==> src/rtl/pc_sequencer.sv <==
// pc_sequencer: PIC16F instruction-cycle controller (Q1..Q4 phase, PC strobes, flush, ISR entry).
// Optional SLEEP support is compiled in when PC_SEQ_SLEEP_EN is defined.
`default_nettype none

module pc_sequencer #(
  parameter bit FIRST_CYCLE_FLUSH = 1'b1
) (
  input  logic       clk,
  input  logic       rst,
  input  logic       dec_goto,
  input  logic       dec_call,
  input  logic       dec_return,
  input  logic       dec_retfie,
  input  logic       dec_skip_taken,
  input  logic       dec_pcl_write,
  input  logic       dec_sleep,
  input  logic       int_pending,
  input  logic       gie,
  output logic [1:0] q_phase,
  output logic       flush,
  output logic       ir_load_en,
  output logic       pc_incr_en,
  output logic       pc_j_en,
  output logic       pc_j_and_push_en,
  output logic       pc_j_by_pop_en,
  output logic       pc_j_to_isr,
  output logic       gie_clr,
  output logic       gie_set,
  output logic       sleeping
);

  typedef enum logic [1:0] {
    Q1 = 2'd0,
    Q2 = 2'd1,
    Q3 = 2'd2,
    Q4 = 2'd3
  } phase_t;

  phase_t phase, phase_next;
  logic   flush_q, flush_next;
  logic   sleep_q, sleep_next;
  logic   transfer;

  always_ff @(posedge clk) begin
    if (rst) begin
      phase   <= Q1;
      flush_q <= FIRST_CYCLE_FLUSH;
      sleep_q <= 1'b0;
    end else begin
      phase   <= phase_next;
      flush_q <= flush_next;
      sleep_q <= sleep_next;
    end
  end

  always_comb begin
    phase_next       = phase_t'(phase + 2'd1);
    flush_next       = flush_q;
    sleep_next       = sleep_q;
    transfer         = 1'b0;
    ir_load_en       = 1'b0;
    pc_incr_en       = 1'b0;
    pc_j_en          = 1'b0;
    pc_j_and_push_en = 1'b0;
    pc_j_by_pop_en   = 1'b0;
    pc_j_to_isr      = 1'b0;
    gie_clr          = 1'b0;
    gie_set          = 1'b0;

    if (sleep_q) begin
      // Halted: hold Q1 and wake on any pending interrupt, enabled or not.
      phase_next = Q1;
      if (int_pending) sleep_next = 1'b0;
    end else if (phase == Q4) begin
      ir_load_en = 1'b1;
      if (flush_q) begin
        pc_incr_en = 1'b1;
      end else if (dec_goto) begin
        pc_j_en  = 1'b1;
        transfer = 1'b1;
      end else if (dec_call) begin
        pc_j_and_push_en = 1'b1;
        transfer         = 1'b1;
      end else if (dec_return) begin
        pc_j_by_pop_en = 1'b1;
        gie_set        = dec_retfie;
        transfer       = 1'b1;
      end else if (dec_pcl_write) begin
        transfer = 1'b1;
      end else if (gie && int_pending) begin
        // PC still addresses the prefetched (discarded) instruction: push it as return address.
        pc_j_to_isr = 1'b1;
        gie_clr     = 1'b1;
        transfer    = 1'b1;
      end else begin
        pc_incr_en = 1'b1;
`ifdef PC_SEQ_SLEEP_EN
        if (dec_sleep) sleep_next = 1'b1;
`endif
      end
      flush_next = transfer || (!flush_q && dec_skip_taken);
    end
  end

`ifndef PC_SEQ_SLEEP_EN
  logic unused_dec_sleep;
  assign unused_dec_sleep = dec_sleep;
`endif

  assign q_phase  = phase;
  assign flush    = flush_q;
  assign sleeping = sleep_q;

endmodule

`default_nettype wire

==> config.mk <==
export PLATFORM = sky130hd
export DESIGN_NAME = pc_sequencer
export DESIGN_NICKNAME = d
export VERILOG_FILES = /design/src/rtl/pc_sequencer.sv
export SDC_FILE = /design/constraint.sdc
export NUM_CORES = 1
export LEC_CHECK = 0
export CORE_AREA = 2 2 39 41
export DETAILED_ROUTE_END_ITERATION = 7
export DIE_AREA = 0 0 41 43
export PLACE_DENSITY = 0.56
export SLEW_MARGIN = 30
export SYNTH_ARGS = -nofsm -noshare
export SYNTH_HDL_FRONTEND = slang
export SYNTH_SLANG_ARGS = --single-unit
==> constraint.sdc <==
create_clock -name clk -period 1.24 [get_ports clk]
set_clock_uncertainty 0.15 [all_clocks]
set_input_delay 0.124 -clock clk [delete_from_list [all_inputs] [get_ports clk]]
set_output_delay 0.124 -clock clk [all_outputs]
set_load 0.1 [all_outputs]
==> results of run 1 <==
[cell usage in the layout, fill, tap and decap left out, types with 2 or more instances in the layout]
cell	instances
sky130_fd_sc_hd__buf_12	12
sky130_fd_sc_hd__clkdlybuf4s15_1	2
sky130_fd_sc_hd__buf_4	11
sky130_fd_sc_hd__nand2b_4	2
sky130_fd_sc_hd__clkdlybuf4s50_1	5
sky130_fd_sc_hd__clkbuf_4	3
sky130_fd_sc_hd__dfxtp_4	3
sky130_fd_sc_hd__nor3b_1	2
[synthesized netlist by cell type, types with 2 or more instances]
cell type and count:
sky130_fd_sc_hd__nor3_1 2, sky130_fd_sc_hd__nor2_1 2, sky130_fd_sc_hd__dfxtp_1 4, sky130_fd_sc_hd__nand2b_1 2
sky130_fd_sc_hd__nor3b_1 3
[repair_timing]
| action | 4_1_cts | 5_1_grt |
|---|---|---|
| endpoints found under the setup margin | 9 | 8 |
| pin swaps | 4 | 1 |
| endpoints found under the hold margin | 0 | 0 |
| gates resized for setup | 11 | 1 |
| buffers inserted | 1 | 0 |
[path summary, 6_finish.rpt]
path                end  slack (ns)  cells after the start
min reg2reg  q_phase[0]        0.39                      2
min               flush        0.17                      4
max reg2reg       flush        0.10                      5
max             gie_set       -0.43                      6
[power groups by stage]
stage                     Combinational [mW]  Clock, mW  Sequential (mW)
after global routing                   0.244      0.200            0.145
after CTS                              0.234      0.186            0.144
after global placement                 0.232          0            0.144
after detailed placement               0.235          0            0.145
final                                  0.233      0.177            0.144
after floorplan                       0.0547          0            0.203
[metrics by stage]
| step | std cells | hold slack (ns) | setup TNS (ns) |
|---|---|---|---|
| final | 78 | 0.170 | -3.17 |
| after global routing | 78 | 0.190 | -3.68 |
| after CTS | 78 | 0.169 | -3.49 |
| after detailed placement | 73 | 0.386 | -3.40 |
| after global placement | 73 | 0.382 | -3.29 |
| after floorplan | 26 | 0.0393 | -6.49 |
[registers in the layout, indices dropped and copies added, names as in the netlist]
| name | cells |
|---|---|
| flush | 1 |
| sleeping | 1 |
| q_phase | 2 |
[routing by layer]
metal / up-vias / wire length [um]
li1: 167 / -
met1: 156 / 261
met2: 7 / 502
met3: 2 / 14
met4: 0 / 19
met5: - / 0
[cell type report]
class / count / area (um^2) / share of cell area (%)
multi-input cells: 20 / 208 / 26.9
clock buffers: 4 / 26.3 / 3.40
repair buffers: 33 / 418 / 54.1
well taps: 16 / 20.0 / 2.59
flip-flops and latches: 4 / 92.6 / 12.0
inverters: 1 / 7.51 / 0.972
[logic make-up (layout without fill, tap and decap cells)]
| family | after synthesis | in the layout | synth area share, % |
|---|---|---|---|
| AOI/OAI and AO/OA | 4 | 4 | 11.2 |
| adders and majority gates | 1 | 1 | 5.35 |
| buffers and inverters | 2 | 38 | 4.81 |
| DFF | 4 | 4 | 34.2 |
| and+or+nand+nor | 15 | 15 | 44.4 |
[critical path: stages, from the launching register on]
cell and delay (ns):
sky130_fd_sc_hd__dfxtp_4 0.35, sky130_fd_sc_hd__ha_4 0.14, sky130_fd_sc_hd__nand2b_4 0.06, sky130_fd_sc_hd__buf_6 0.12, sky130_fd_sc_hd__nor2_4 0.10, sky130_fd_sc_hd__and4_4 0.23
sky130_fd_sc_hd__buf_12 0.17
==> reports/qor.yml, run 1 <==
status:
  run_status: "complete, but fails checks"
  violations_in_the_final_reports: "setup timing"
synth:
  yosys_most_used_dff: "sky130_fd_sc_hd__dfxtp_1"
  synth.top_cell.area_share_pct: 34.2
  sequential_to_total_area_share_from_yosys_stat_pct: 34.2
  ys_async_sr_fraction_pct: 0
  ys.warnings.count: 0
  synth.net_count: 38
  synth.ff_latch_count: 4
  ys_types: 18
  synth_area_um2: 234
  synthTopCellsByArea: "sky130_fd_sc_hd__dfxtp_1 (34%), sky130_fd_sc_hd__nor3b_1 (9.6%), sky130_fd_sc_hd__ha_1 (5.3%), sky130_fd_sc_hd__nand2b_1 (5.3%), sky130_fd_sc_hd__nor3b_2 (5.3%)"
  syn-mean-instance-area_um2: 9.00
  syn-instance-count: 26
  synthDominantAreaCellType: "sky130_fd_sc_hd__dfxtp_1"
  synth_enable_flop_cells: 0
global_route:
  grt_antenna_before_repair: 0
  grt_use_met2_pct: 19.4
  grt_pass1_vias: 331
  globalRouteMet1Util_pct: 11.5
  maximum_number_of_pins_on_one_net_before_global_route_repair: 5
  grt_overflow: 0
  use_met3_pct: 3.14
  grt_most_used_layer: "met2"
  global_route.usage.total_pct: 12.2
  grt_first_pass_wirelength_mm: 1.38
pwr:
  share_seq_of_total_power_pct: 26.0
  total_switching_power_mw: 0.191
  power.share.switching_pct: 34.4
  power.combinational.fraction_pct: 42.0
  power.density_nw_per_um2: 718
  p_int_mw: 0.364
  max-vdd-ir-drop_v: 0.000547
  total_leakage_power_nw: 0.322
  power.total_mw: 0.555
  power.share.clock_pct: 32.0
floorplan:
  die_x_um: 41
  core_um2: 1380
  floorplan.io_pins: 23
  starting_density_of_the_core_pct: 16.9
  design.die.area_um2: 1760
  dieHeight_um: 43
  fp-row-count: 14
layout:
  stdcell_area_um2: 772
  finalCoreUtilization_pct: 55.8
  antenna_cells: 0
  finish.net_count: 75
  num-fill-cells: 120
  ratio_of_cells_with_drive_above_1_in_the_final_layout_pct: 72.6
  area_growth_pct: 230
worst_setup_path:
  critical_path_class: "reg2out"
  crit_required_ns: 0.97
  worstSetupEndpointType: "output port"
  setup.worst_path.start: "q_phase[1]"
  timing.critical_path.from_type: "flop"
  largest_fanout_of_any_net_on_the_critical_path: 3
  reg_to_reg_start: "q_phase[1]"
  cp.arrival_ns: 1.40
routing:
  vias_per_cell: 4.26
  postRouteWirelength_um: 798
  detail_route.iter0.violations: 3
  drt-wirelength-per-cell_um: 10.2
  drt_drc_violations_left: 0
  drt_pre_antenna_iters: 2
  num_vias: 332
  drtAntennaViolNets: 0
sta:
  slew_headroom_pct: 82.7
  timing_worst_slew_pin_value_ns: 0.258
  final-hold-violation-count: 0
  clock.fmax_mhz: 598
  fin_ws_ns: -0.433
  slew_violations: 0
  fin_crit_ns: 1.67
  rsz_0062_raised_after_global_routing: "yes"
  timing.final.setup_violations: 8
  crit_share_post_route_pct: 135
place:
  dp_worst_setup_slack_ns: -0.676
  finalWeightedCongestion: 0.696
  detailedPlacementHpwl_um: 731
  placedInstanceArea_um2: 733
  number_of_port_buffers: 21
clock_network:
  hold_buffers: 0
  cts_inserted_buffers: 3
  cts_tree: "done"
  clk_root_buffer_cell: "sky130_fd_sc_hd__clkbuf_4"
  buffer_depth_of_the_longest_clock_path: 2
  clk_latency_ns: 0.23
  cts.sink_count: 4
  cts.reportedPaths.clkPinSlew_ns: 0.04
  cts_max_level: 1
worst_hold_path:
  min-delay-path-class: "in2reg"
  worst_hold_startpoint: "dec_return"
flow_run:
  max_capacitance_violation_count: 0
(Power assumes the default switching activity.)
==> inputs of run 2 (changes only) <==
--- a/config.mk
+++ b/config.mk
@@ -8,7 +8,7 @@
 export CORE_AREA = 2 2 39 41
 export DETAILED_ROUTE_END_ITERATION = 7
 export DIE_AREA = 0 0 41 43
-export PLACE_DENSITY = 0.56
+export PLACE_DENSITY_LB_ADDON = 0.12
 export SLEW_MARGIN = 30
 export SYNTH_ARGS = -nofsm -noshare
 export SYNTH_HDL_FRONTEND = slang
==> constraint.sdc (replaced) <==
create_clock -name clk -period 1.85 [get_ports clk]
set_clock_uncertainty 0.15 [all_clocks]
set_input_delay 0.185 -clock clk [delete_from_list [all_inputs] [get_ports clk]]
set_output_delay 0.185 -clock clk [all_outputs]
set_load 0.1 [all_outputs]
==> reports/qor.yml, run 2 (synthesis results as in run 1) <==
sta:
  rsz_0062_raised_after_global_routing: "no"
  fin_crit_ns: 1.82
  fin_ws_ns: 0.0313
  clock.fmax_mhz: 550
  slew_headroom_pct: 82.6
  hold-worst-slack_ns: 0.303
  final-hold-violation-count: 0
  timing_worst_slew_pin_value_ns: 0.260
  timing.final.setup_violations: 0
  slew_violations: 0
  crit_share_post_route_pct: 98.3
routing:
  num_vias: 295
  postRouteWirelength_um: 725
  vias_per_cell: 4.21
  drt-wirelength-per-cell_um: 10.4
  drtAntennaViolNets: 0
  drt_drc_violations_left: 0
  drt_pre_antenna_iters: 2
  detail_route.iter0.violations: 1
worst_setup_path:
  timing.critical_path.from_type: "input port"
  worstSetupEndpointType: "output port"
  crit_required_ns: 1.51
  cp.arrival_ns: 1.48
  largest_fanout_of_any_net_on_the_critical_path: 3
  critical_path_class: "in2out"
pwr:
  total_switching_power_mw: 0.125
  power.combinational.fraction_pct: 38.3
  total_leakage_power_nw: 0.282
  power.share.switching_pct: 35.1
  p_int_mw: 0.231
  max-vdd-ir-drop_v: 0.000354
  power.share.clock_pct: 33.8
  share_seq_of_total_power_pct: 27.9
  power.density_nw_per_um2: 511
global_route:
  global_route.usage.total_pct: 10.7
  grt_first_pass_wirelength_mm: 1.23
  grt_antenna_before_repair: 0
  grt_pass1_vias: 278
  maximum_number_of_pins_on_one_net_before_global_route_repair: 6
  grt_overflow: 0
floorplan:
  die_x_um: 41
  fp-row-count: 14
  core_um2: 1380
  design.die.area_um2: 1760
  floorplan.io_pins: 23
  starting_density_of_the_core_pct: 16.9
  dieHeight_um: 43
layout:
  mostFrequentLayoutCells: "sky130_fd_sc_hd__buf_12 (12), sky130_fd_sc_hd__clkdlybuf4s50_1 (5), sky130_fd_sc_hd__buf_4 (4), sky130_fd_sc_hd__clkbuf_4 (3), sky130_fd_sc_hd__dfxtp_4 (3)"
  ratio_of_cells_with_drive_above_1_in_the_final_layout_pct: 64.8
  antenna_cells: 0
  finish.net_count: 67
  largest_register_ff_count: 2
  layout_commonest_cell: "sky130_fd_sc_hd__buf_12"
  area_growth_pct: 198
clock_network:
  buffer_depth_of_the_longest_clock_path: 2
  cts_tree: "done"
  cts.sink_count: 4
  hold_buffers: 0
  cts_max_level: 1
  clk_root_buffer_cell: "sky130_fd_sc_hd__clkbuf_4"
  clk_latency_ns: 0.24
  cts_inserted_buffers: 3
  cts.reportedPaths.clkPinSlew_ns: 0.04
place:
  finalWeightedCongestion: 0.581
  number_of_port_buffers: 21
  dp_worst_setup_slack_ns: -0.191
  detailedPlacementHpwl_um: 661
worst_hold_path:
  min-delay-path-class: "reg2reg"
status:
  run_status: "completed"
flow_run:
  max_capacitance_violation_count: 0
run 2: cell type report:
class	count	area (um^2)
repair buffers	25	358
fillers	131	686
clock buffers	4	26.3
well taps	16	20.0
flip-flops and latches	4	92.6
inverters	1	7.51
multi-input cells	20	194
run 2: repair_timing:
| action | CTS | global route |
|---|---|---|
| buffers inserted | 1 | 0 |
| resized for setup | 4 | 2 |
| pin swaps | 3 | 2 |
| setup endpoints to repair | 3 | 3 |
run 2: path summary, 6_finish.rpt:
path	startpoint	slack, ns	to	cells after the start
setup / recovery	dec_call	0.03	gie_clr	4
hold / removal	q_phase[0]	0.30	q_phase[0]	1
setup reg to reg	q_phase[0]	0.69	flush	5
hold reg to reg	q_phase[0]	0.30	q_phase[0]	1
run 2: per-stage QoR:
stage | cells | util [%] | total power, mW | area, um^2 | setup TNS, ns
after floorplan | 26 | - | 0.172 | 314 | -2.45
after global placement | 65 | 48.2 | 0.237 | 667 | -0.452
after detailed placement | 65 | 48.2 | 0.239 | 667 | -0.513
after CTS | 70 | 50.3 | 0.365 | 696 | 0
after global routing | 70 | 50.5 | 0.379 | 698 | 0
final | 70 | 50.5 | 0.356 | 698 | 0
run 2: power groups by stage:
stage	clock network [mW]	logic, mW	registers [mW]
finish	0.121	0.137	0.0994
global placement	0	0.137	0.101
CTS	0.128	0.137	0.0996
detailed placement	0	0.138	0.101
global route	0.136	0.143	0.100
floorplan	0	0.0364	0.136
run 2: routing by layer:
| layer | GRT usage [%] | part of all wire [%] | up-vias |
|---|---|---|---|
| met5 | 0 | 0 | - |
| met3 | 6.81 | 12 | 0 |
| met2 | 15.9 | 55 | 14 |
| li1 | - | - | 149 |
| met1 | 10.9 | 33 | 132 |
| met4 | 6.00 | 0 | 0 |
run 2: worst max-delay path: stages:
cell and delay, ns:
sky130_fd_sc_hd__dlygate4sd2_1 0.25, sky130_fd_sc_hd__or4_4 0.53, sky130_fd_sc_hd__nor3_4 0.31, sky130_fd_sc_hd__buf_12 0.21
==> inputs of run 3 (changes only) <==
--- a/config.mk
+++ b/config.mk
@@ -9,6 +9,7 @@
 export DETAILED_ROUTE_END_ITERATION = 7
 export DIE_AREA = 0 0 41 43
 export PLACE_DENSITY_LB_ADDON = 0.12
+export SKIP_CTS_REPAIR_TIMING = 1
 export SLEW_MARGIN = 30
 export SYNTH_ARGS = -nofsm -noshare
 export SYNTH_HDL_FRONTEND = slang
==> reports/qor.yml, run 3 (synthesis results as in run 1) <==
sta:
  fin_ws_ns: 0.0501
  clock.fmax_mhz: 556
  fin_crit_ns: 1.80
  fin_setup_tns_ns: 0
  timing_worst_slew_pin_value_ns: 0.260
  timing.final.setup_violations: 0
  rsz_0062_raised_after_global_routing: "yes"
  crit_share_post_route_pct: 97.3
  slew_headroom_pct: 82.6
  final-hold-violation-count: 0
  slew_violations: 0
clock_network:
  clk_latency_ns: 0.24
  cts_max_level: 1
  cts.reportedPaths.clkPinSlew_ns: 0.04
  cts_tree: "done"
  cts_inserted_buffers: 3
  cts.sink_count: 4
  buffer_depth_of_the_longest_clock_path: 2
  clk_root_buffer_cell: "sky130_fd_sc_hd__clkbuf_4"
layout:
  finalCoreUtilization_pct: 52.4
  finish.net_count: 69
  layout_commonest_cell: "sky130_fd_sc_hd__buf_12"
  antenna_cells: 0
  largest_register_ff_count: 2
  area_growth_pct: 210
  layoutNonFillerInstCount: 72
  mostFrequentLayoutCells: "sky130_fd_sc_hd__buf_12 (12), sky130_fd_sc_hd__buf_4 (6), sky130_fd_sc_hd__clkdlybuf4s50_1 (5), sky130_fd_sc_hd__dlymetal6s2s_1 (4)"
  ratio_of_cells_with_drive_above_1_in_the_final_layout_pct: 66.1
pwr:
  power.share.switching_pct: 34.8
  power.density_nw_per_um2: 501
  share_seq_of_total_power_pct: 26.8
  p_int_mw: 0.237
  power.combinational.fraction_pct: 40.1
  total_leakage_power_nw: 0.325
  power.total_mw: 0.364
  max-vdd-ir-drop_v: 0.000366
  total_switching_power_mw: 0.127
  power.share.clock_pct: 33.2
routing:
  drt_pre_antenna_iters: 2
  vias_per_cell: 4.26
  num_vias: 307
  drtAntennaViolNets: 0
  drt_drc_violations_left: 0
  postRouteWirelength_um: 780
  detail_route.iter0.violations: 1
  drt-wirelength-per-cell_um: 10.8
floorplan:
  floorplan.io_pins: 23
  dieHeight_um: 43
  starting_density_of_the_core_pct: 16.9
  fp-row-count: 14
  die_x_um: 41
  core_um2: 1380
  design.die.area_um2: 1760
place:
  finalWeightedCongestion: 0.581
  number_of_port_buffers: 21
  detailedPlacementHpwl_um: 661
  dpl.cell_count: 65
  dp_worst_setup_slack_ns: -0.191
worst_setup_path:
  critical_path_class: "reg2out"
  crit_required_ns: 1.51
  worstSetupEndpointType: "output port"
  cp.arrival_ns: 1.46
  largest_fanout_of_any_net_on_the_critical_path: 3
  timing.critical_path.from_type: "flop"
global_route:
  grt_antenna_before_repair: 0
  grt_first_pass_wirelength_mm: 1.21
  grt_overflow: 0
  grt_pass1_vias: 271
  maximum_number_of_pins_on_one_net_before_global_route_repair: 6
  global_route.usage.total_pct: 10.6
worst_hold_path:
  min-delay-path-class: "in2reg"
flow_run:
  max_capacitance_violation_count: 0
status:
  run_status: "completed"
[run 3: cell count changes in the layout (fill, tap and decap cells not counted), sizes merged]
cell,before,now
buf,16,18
dlymetal6s2s,0,4
clkdlybuf4s15,2,0
dlygate4sd2,2,0
[run 3: metal layers]
metal  wire, um  track usage, %  share of wire (%)
met1        239            10.9                 31
met2        449            15.6                 58
met3         90            6.81                 12
met4          0            6.00                  0
met5          0               0                  0
[run 3: path summary, 6_finish.rpt]
check                start    endpoint  slack (ns)  depth (start not counted)
max reg2reg     q_phase[0]       flush        0.69                          5
min reg2reg     q_phase[0]  q_phase[0]        0.29                          1
max             q_phase[0]     gie_clr        0.05                          6
min          dec_pcl_write       flush        0.24                          4
[run 3: power groups by stage]
stage               logic [mW]  registers [mW]  clock network, mW
floorplan               0.0364           0.136                  0
global placement         0.137           0.101                  0
detailed placement       0.138           0.101                  0
CTS                      0.138          0.0995              0.128
global route             0.152          0.0982              0.136
finish                   0.146          0.0974              0.121
[run 3: final cells by class]
cell class                      instances  area (um^2)
Tap cell                               16         20.0
Multi-Input combinational cell         20          194
Inverter                                1         7.51
Timing Repair Buffer                   27          385
Sequential cell                         4         92.6
Clock buffer                            4         26.3
Fill cell                             131          658
[run 3: worst max-delay path: stages (launching register included)]
cell and delay (ns):
sky130_fd_sc_hd__dfxtp_4 0.35, sky130_fd_sc_hd__ha_4 0.13, sky130_fd_sc_hd__nand2b_4 0.06, sky130_fd_sc_hd__clkinvlp_4 0.09, sky130_fd_sc_hd__nand2b_4 0.08, sky130_fd_sc_hd__nor3_4 0.29
sky130_fd_sc_hd__buf_12 0.21
[run 3: stage by stage]
stage          hold slack, ns  cell area (um^2)
2_1_floorplan           0.100               314
3_3_place_gp            0.295               667
3_5_place_dp            0.298               667
4_1_cts                 0.307               693
5_1_grt                 0.258               726
6_report                0.244               726
